`config.mk`:
```
export PLATFORM = sky130hd
export DESIGN_NAME = tone_period_meter
export DESIGN_NICKNAME = d
export VERILOG_FILES = /design/src/rtl/tone_pkg.sv /design/src/rtl/sync_rise.sv /design/src/rtl/tone_period_meter.sv
export SDC_FILE = /design/constraint.sdc
export NUM_CORES = 1
export LEC_CHECK = 0
export ABC_CLOCK_PERIOD_IN_PS = 6390
export CORE_ASPECT_RATIO = 0.9
export CORE_MARGIN = 2
export CORE_UTILIZATION = 40
export CTS_BUF_LIST = sky130_fd_sc_hd__clkbuf_2
export CTS_CLUSTER_SIZE = 25
export DETAILED_ROUTE_END_ITERATION = 12
export SYNTH_ARGS = -nofsm -noshare
export SYNTH_HDL_FRONTEND = slang
export SYNTH_SLANG_ARGS = --single-unit
```
`constraint.sdc`:
```
create_clock -name clk -period 6.39 [get_ports clk]
set_clock_uncertainty 0.05 [all_clocks]
set_input_delay 0.9585 -clock clk [delete_from_list [all_inputs] [get_ports clk]]
set_output_delay 0.9585 -clock clk [all_outputs]
set_load 0.005 [all_outputs]
```
`src/rtl/tone_pkg.sv`:
```
// Shared types and defaults for the tone measurement blocks.
package tone_pkg;

    localparam int TONE_CNT_W = 20;

    typedef enum logic [1:0] {
        IDLE    = 2'd0,
        ARM     = 2'd1,
        MEASURE = 2'd2
    } tone_state_t;

endpackage

```
`src/rtl/sync_rise.sv`:
```
// Two-flop synchronizer with a history flop and rising-edge strobe.
module sync_rise (
    input  logic clk,
    input  logic rst_n,
    input  logic d,
    output logic q,
    output logic rise
);

    logic s1_r;
    logic s2_r;
    logic s3_r;

    // Synchronizer chain plus one stage of history for edge detection.
    always_ff @(posedge clk or negedge rst_n) begin
        if (!rst_n) begin
            s1_r <= 1'b0;
            s2_r <= 1'b0;
            s3_r <= 1'b0;
        end else begin
            s1_r <= d;
            s2_r <= s1_r;
            s3_r <= s2_r;
        end
    end

    assign q    = s2_r;
    assign rise = s2_r & ~s3_r;

endmodule

```
`src/rtl/tone_period_meter.sv`:
```
// Measures period and high time of an asynchronous square wave in clk cycles.
module tone_period_meter
    import tone_pkg::*;
#(
    parameter int CNT_W      = TONE_CNT_W,
    parameter int MAX_PERIOD = 2**CNT_W - 1
) (
    input  logic             clk,
    input  logic             rst_n,
    input  logic             en,
    input  logic             sig_in,
    output logic [CNT_W-1:0] period,
    output logic [CNT_W-1:0] high_time,
    output logic             period_vld,
    output logic             timeout
);

    localparam logic [CNT_W-1:0] MAX_CNT = CNT_W'(MAX_PERIOD);
    localparam logic [CNT_W-1:0] ONE_CNT = CNT_W'(1);

    tone_state_t      state_r;
    logic [CNT_W-1:0] cnt_r;
    logic [CNT_W-1:0] hcnt_r;
    logic             sync_q_s;
    logic             rise_s;

    sync_rise u_sync (
        .clk   (clk),
        .rst_n (rst_n),
        .d     (sig_in),
        .q     (sync_q_s),
        .rise  (rise_s)
    );

    // Measurement FSM, counters and output registers; en=0 overrides everything.
    always_ff @(posedge clk or negedge rst_n) begin
        if (!rst_n) begin
            state_r    <= IDLE;
            cnt_r      <= '0;
            hcnt_r     <= '0;
            period     <= '0;
            high_time  <= '0;
            period_vld <= 1'b0;
            timeout    <= 1'b0;
        end else begin
            period_vld <= 1'b0;
            if (!en) begin
                state_r <= IDLE;
                cnt_r   <= '0;
                hcnt_r  <= '0;
                timeout <= 1'b0;
            end else begin
                case (state_r)
                    IDLE: begin
                        state_r <= ARM;
                        cnt_r   <= '0;
                        hcnt_r  <= '0;
                    end
                    ARM: begin
                        if (rise_s) begin
                            state_r <= MEASURE;
                            cnt_r   <= ONE_CNT;
                            hcnt_r  <= ONE_CNT;
                        end else begin
                            state_r <= ARM;
                        end
                    end
                    MEASURE: begin
                        if (rise_s) begin
                            period     <= cnt_r;
                            high_time  <= hcnt_r;
                            period_vld <= 1'b1;
                            timeout    <= 1'b0;
                            cnt_r      <= ONE_CNT;
                            hcnt_r     <= ONE_CNT;
                        end else if (cnt_r == MAX_CNT) begin
                            // Edge never came: flag it and wait for a fresh arming edge.
                            timeout <= 1'b1;
                            state_r <= ARM;
                            cnt_r   <= '0;
                            hcnt_r  <= '0;
                        end else begin
                            cnt_r <= cnt_r + ONE_CNT;
                            if (sync_q_s && (hcnt_r != MAX_CNT)) begin
                                hcnt_r <= hcnt_r + ONE_CNT;
                            end else begin
                                hcnt_r <= hcnt_r;
                            end
                        end
                    end
                    default: begin
                        state_r <= IDLE;
                        cnt_r   <= '0;
                        hcnt_r  <= '0;
                    end
                endcase
            end
        end
    end

endmodule

```
; ---- Yosys cells after proc, flatten, opt, wreduce, memory -nomap -nowiden
; Cells that the tools add are included.
[word_totals]
inputBits = 4
regBits = 87
output_inout_bits = 42
word_cells = 52
[classes]
n_eq_ne = 10
n_reduce_logical = 6
n_mux = 22
bitwise_logic = 2
n_addsub = 2
[op_table]
columns = op, n
row1 = 20-bit 2-to-1 mux, 8
row2 = 20-bit case mux with 2 select lines, 2
row3 = 20-bit by 1-bit adder with 20-bit output (second input constant), 2
row4 = 20-bit == test (second input constant), 1
row5 = 20-bit inequality test (second input constant), 1
row6 = 3-bit inequality test (second input constant), 3
row7 = 2-bit 2-to-1 mux, 4
row8 = 1-bit 2-to-1 mux, 7
row9 = 2-bit case mux with 3 select lines, 1
row10 = 2-bit AND reduction, 3
row11 = 5-bit inequality test (second input constant), 1
row12 = 3-bit by 1-bit inequality test with 1-bit output (second input constant), 1
row13 = 3-bit AND reduction, 1
row14 = 2-bit by 1-bit == test with 1-bit output (second input constant), 1
row15 = 2-bit == test (second input constant), 1
row16 = 2-bit zero test, 1
row17 = 2-bit by 1-bit inequality test with 1-bit output (second input constant), 1
row18 = 1-bit AND, 1
row19 = 1-bit logical AND, 1
row20 = 1-bit inverter, 1

; ---- Longest topological paths before layout
[depth]
depth_word = 7
ltp_mapped = 10
depth_no_buf = 7

; ---- Modules after synthesis
; Synthesis repeated with hierarchy kept, for this count alone.
[unflattened]
cells_unflattened = 398
hier_area_um2 = 4120.2
[by_module_without_submodules]
columns = mod, cells_per_inst, area_per_inst_um2, seq_area_each_um2, n_inst
row1 = tone_period_meter, 394, 4031.4, 2102.0, 1
row2 = sync_rise, 4, 88.8, 75.1, 1

; ---- Worst setup path after synthesis
; Ideal clock, no wire load.
[synth_path]
path_type = in2reg
start = in en
end = reg hcnt_r[10]
arrival_ns = 2.607
setup_ns = 0.090
cell_stages = 8
slack_ns = 3.643
required_time_ns = 6.250
n_path_buf = 3
cell_sequence = clkbuf_1 > nand2_1 > or3_1 > clkbuf_1 > a211oi_1 > buf_2 > nand2_1 > o221ai_1
[synth_via]
elab_chain_cells = 2
elab_cells_between_ends = 4
cone_classes = eq/ne (2) / mux (1) / reduce/logical (1)
[synth_rtl]
columns = element, line
row1 = start: declaration, tone_period_meter.sv:10  ; input logic en,
row2 = 5-bit inequality test (no source line) or 3-bit inequality test (tied branches), n/a
row3 = 2-bit AND reduction (no source line), n/a
row4 = end signal: assignment, tone_period_meter.sv:85  ; hcnt_r <= hcnt_r + ONE_CNT;
row5 = end signal: assignment, tone_period_meter.sv:87  ; hcnt_r <= hcnt_r;
row6 = end: declaration, tone_period_meter.sv:23  ; logic [CNT_W-1:0] hcnt_r;
; Parallel ways exist; a longest one is shown, timed or not.
; A chain may end at the register's enable or synchronous reset.

; ---- Worst setup path after layout
[layout_path]
start = reg hcnt_r[0]
end = reg hcnt_r[0]
[layout_via]
elab_chain_cells = 6
elab_cells_between_ends = 10
cone_classes = add/sub (1) / eq/ne (2) / mux (5) / reduce/logical (2)
[layout_rtl]
columns = element, line
row1 = 20-bit by 1-bit adder with 20-bit output, tone_period_meter.sv:85
row2 = 20-bit 2-to-1 mux, tone_period_meter.sv:84  ; if (sync_q_s && (hcnt_r != MAX_CNT)) begin
row3 = 20-bit 2-to-1 mux, tone_period_meter.sv:76  ; end else if (cnt_r == MAX_CNT) begin
row4 = 20-bit 2-to-1 mux, tone_period_meter.sv:69  ; if (rise_s) begin
row5 = 20-bit case mux with 2 select lines, tone_period_meter.sv:53  ; case (state_r)
row6 = 20-bit 2-to-1 mux, tone_period_meter.sv:47  ; if (!en) begin
; Parallel ways exist; a longest one is shown, timed or not. The select of a mux whose other input is x is not followed.

==> metrics.md <==
| Metric | Value |
|---|---|
| Status | `finished, final reports clean` |
| Initial Util | `0.406` |
| M2 GR Usage | `0.243` |
| Initial DRC count | `approximately 250` |
| Syn_area_per_cell | `10.4 um^2` |
| Sequential share of the synthesized area | `0.528` |
| Gpl congestion | `0.841` |
| Area Overhead vs Synth | `16.2%` |
| Post-Syn Area | `4130 um^2` |
| H-tree Lvls | `3` |
| Adder-cell share of the synthesized area | `0.0182` |
| Top_reg_cell synth | `dfrtp_1` |
| Die ar. | `11,100 um^2` |
| CP Capture Type | `flop` |
| Crit share post-route | `0.509` |
| Layout Cell Area excl Fill | `between 4000 and 5000 um^2` |
| Crit path largest cell delay | `820 ps` |
| Vias in the first global route | `a little over 3k` |
| Busiest grt layer | `met1` |
| Vias/cell | `5.66` |
| CTS Root Cell | `clkbuf_2` |
| Die Span X | `roughly 110 um` |
| Worst min-delay path class | `input port to asynchronous set/reset pin` |
| Syn nets | `408` |
| Pwr/cell area | `about 190 nW/um^2` |
| CTS buffer count | `9` |
| Area of the core | `around 10,000 um^2` |
| Max Cap Violations | `0` |
| Clock latency at the later pin of the worst-skew pair | `550 ps` |
| Port buffer count | `45` |
| Clock Path Buffers | `2` |
| XOR/XNOR Fraction of Synth Area | `0.0170` |
| DR WL/cell | `16.2 um` |
| DP HPWL | `~6.2 mm` |
| Mux cell area share after synthesis | `0.0797` |
| Ys async rst share | `1.00` |
| Setup violators final | `0` |
| I/O pin total | `46` |
| Synth top area share | `0.528` |
| Fmax | `between 300 and 400 MHz` |
| Max Slew Vio Count | `0` |
| Overall Power | `around 0.90 mW` |
| ANT nets after route | `0` |
| GRT Overall Usage | `0.171` |
| Diodes inserted | `0` |
| Final Hold Viols | `0` |
| Setup ws final | `3140 ps` |
| Non-Filler Instances | `569` |
| Placed Cells | `553` |
| Worst slew margin | `0.394` |
| R2R setup slack | `3140 ps` |
| Initial antenna violation count | `0` |
| Slew @ Worst Pin | `about 900 ps` |
| # clock sinks | `87` |
| Worst-path clk slew | `250 ps` |
| Area leader, netlist | `dfrtp_1` |
| Max FO, Critical Path | `22` |
| Met1 global-route usage | `0.260` |
| Post-CTS Hold Buffers | `0` |
| Vias after detailed routing | `3,219` |
| Seq cells post-synth | `87` |
| VDD IR max | `0.0751 mV` |
| R2R Path End | `hcnt_r[0]$_DFFE_PN0P_` |
| Setup TNS | `0 ps` |
| Worst r2r path cells | `6` |
| Simple-gate share of the synthesized area | `0.163` |
| # rows | `35` |
| Worst EP required | `6800 ps` |
| CP most frequent cell | `o41a_1` |
| WL final | `9.23 mm` |
| CTS tree | `yes` |
| Crit path time final | `3250 ps` |
| Final Hold Slack | `250 ps` |
| Area after DPL | `between 4000 and 5000 um^2` |
| Lkg Pwr | `2.02 nW` |
| RR Startpoint | `hcnt_r[0]$_DFFE_PN0P_` |
| Synth cell types | `52` |
| CP delay by family, top | `compound AO/OA/AOI/OAI gates` |
| First-pass GRT wire length | `15.4 mm` |
| Compound-cell area share of the yosys netlist | `0.152` |
| Crit-path cells | `ha_1 > and3_1 > nand2_2 > o41a_1 > o41a_1 > mux2_4` |
| Placement Setup Slack | `2750 ps` |
| Critical path class | `flop to flop` |
| Crit start category | `flop` |
| Final net count | `approximately 450` |
| EDFF count, synth | `0` |
| Grt ovf | `0` |
| Met3 Use GR | `0.0290` |
| Cts repair resizes | `0` |
| Drt pass-1 iters | `4` |
| DRC | `0` |
| Synth warnings | `0` |
| CP Data Arrival Time | `3660 ps` |
| Crit path buf inv count | `0` |
| Area contributors post-synth | `dfrtp_1, mux2_2, nand2_1` |
| RSZ-0062 raised after global routing | `false` |
| Cells after Synth | `a little under 400` |
| Die height | `100 um` |
| Main combinational cell family by area after synthesis | `simple AND/OR/NAND/NOR gates` |
| Largest net degree at the start of global routing | `60` |
| Final core utilization | `0.472` |
| Crit path max-delay cell type | `o41a_1` |
| Postcts setup bufs | `0` |
| Fraction of layout cells with a size suffix above 1 | `0.130` |
[state kept, by name, summed over array words and instances, names as in the netlist]
register	cells
u_sync.s3_r	1
period	20
cnt_r	20
period_vld	1
hcnt_r	20
high_time	20
state_r	2
u_sync.s1_r	1
u_sync.q	1
timeout	1
[per-layer routing]
layer | share of wire | wire length (um)
met5 | 0 | 0
met2 | 0.41 | 3790
met4 | 0.013 | 123
met1 | 0.52 | 4830
met3 | 0.052 | 481
[cells by family (layout without fill, tap and decap cells)]
| logic type | Yosys count | count (layout) |
|---|---|---|
| fa+ha+maj | 6 | 6 |
| flops | 87 | 87 |
| buf+inv | 43 | 85 |
| compound gates | 93 | 93 |
| xor+xnor | 8 | 8 |
| simple gates | 132 | 132 |
| mux | 29 | 29 |
[how the worst max path moves through the flow]
| stage | slack [ps] | depth (start not counted) | from | endpoint |
|---|---|---|---|---|
| after floorplan | 3640 | 8 | en | hcnt_r[10]$_DFFE_PN0P_ |
| after global placement | 2820 | 6 | en | cnt_r[19]$_DFFE_PN0P_ |
| after detailed placement | 2750 | 6 | en | cnt_r[17]$_DFFE_PN0P_ |
| after CTS | 3130 | 6 | hcnt_r[0]$_DFFE_PN0P_ | hcnt_r[0]$_DFFE_PN0P_ |
| after global routing | 2980 | 6 | hcnt_r[0]$_DFFE_PN0P_ | hcnt_r[0]$_DFFE_PN0P_ |
| final | 3140 | 6 | hcnt_r[0]$_DFFE_PN0P_ | hcnt_r[0]$_DFFE_PN0P_ |
[cell type report]
| type | count | area, um^2 |
|---|---|---|
| clock buffer | 9 | 45.0 |
| timing repair buffer | 48 | 470 |
| clock inverter | 7 | 77.6 |
| sequential | 87 | 2180 |
| multi-input combinational | 268 | 1780 |
| fill | 968 | 5370 |
| inverter | 21 | 78.8 |
| tap | 129 | 161 |
[cells in the mapped netlist (all sizes together) (5+ instances only)]
master and instances:
mux2 28, inv 21, buf 5, a21oi 10, xor2 5, and3 12
nand3 18, or3 5, ha 6, clkbuf 17, nand2b 5, nor4 6
nand2 42, nor3 7, nor2 16, o211ai 7, a31oi 12, dfrtp 87
nand4 10, o21ai 32
[placed cells by master (no fill, tap or decap), drive strengths merged, types with 3 or more instances in the layout]
cell,n
nor3,7
buf,4
xnor2,3
and2,3
ha,6
a22o,3
a31oi,12
o21ai,32
o211ai,7
nand3,18
mux2,28
dfrtp,87
nor2b,4
nand4,10
and3,12
nand2,42
clkdlybuf4s50,44
a21oi,10
inv,24
and4,3
nor2,16
o221ai,4
nand2b,5
clkbuf,9
xor2,5
or3,5
nor4,6
a211oi,4
[power by group]
group / internal [mW] / switching, mW
sequential: 0.555 / 0.00288
combinational: 0.0105 / 0.0309
clock: 0.0949 / 0.204
total: 0.660 / 0.238
Power figures use the tool's default switching activity.
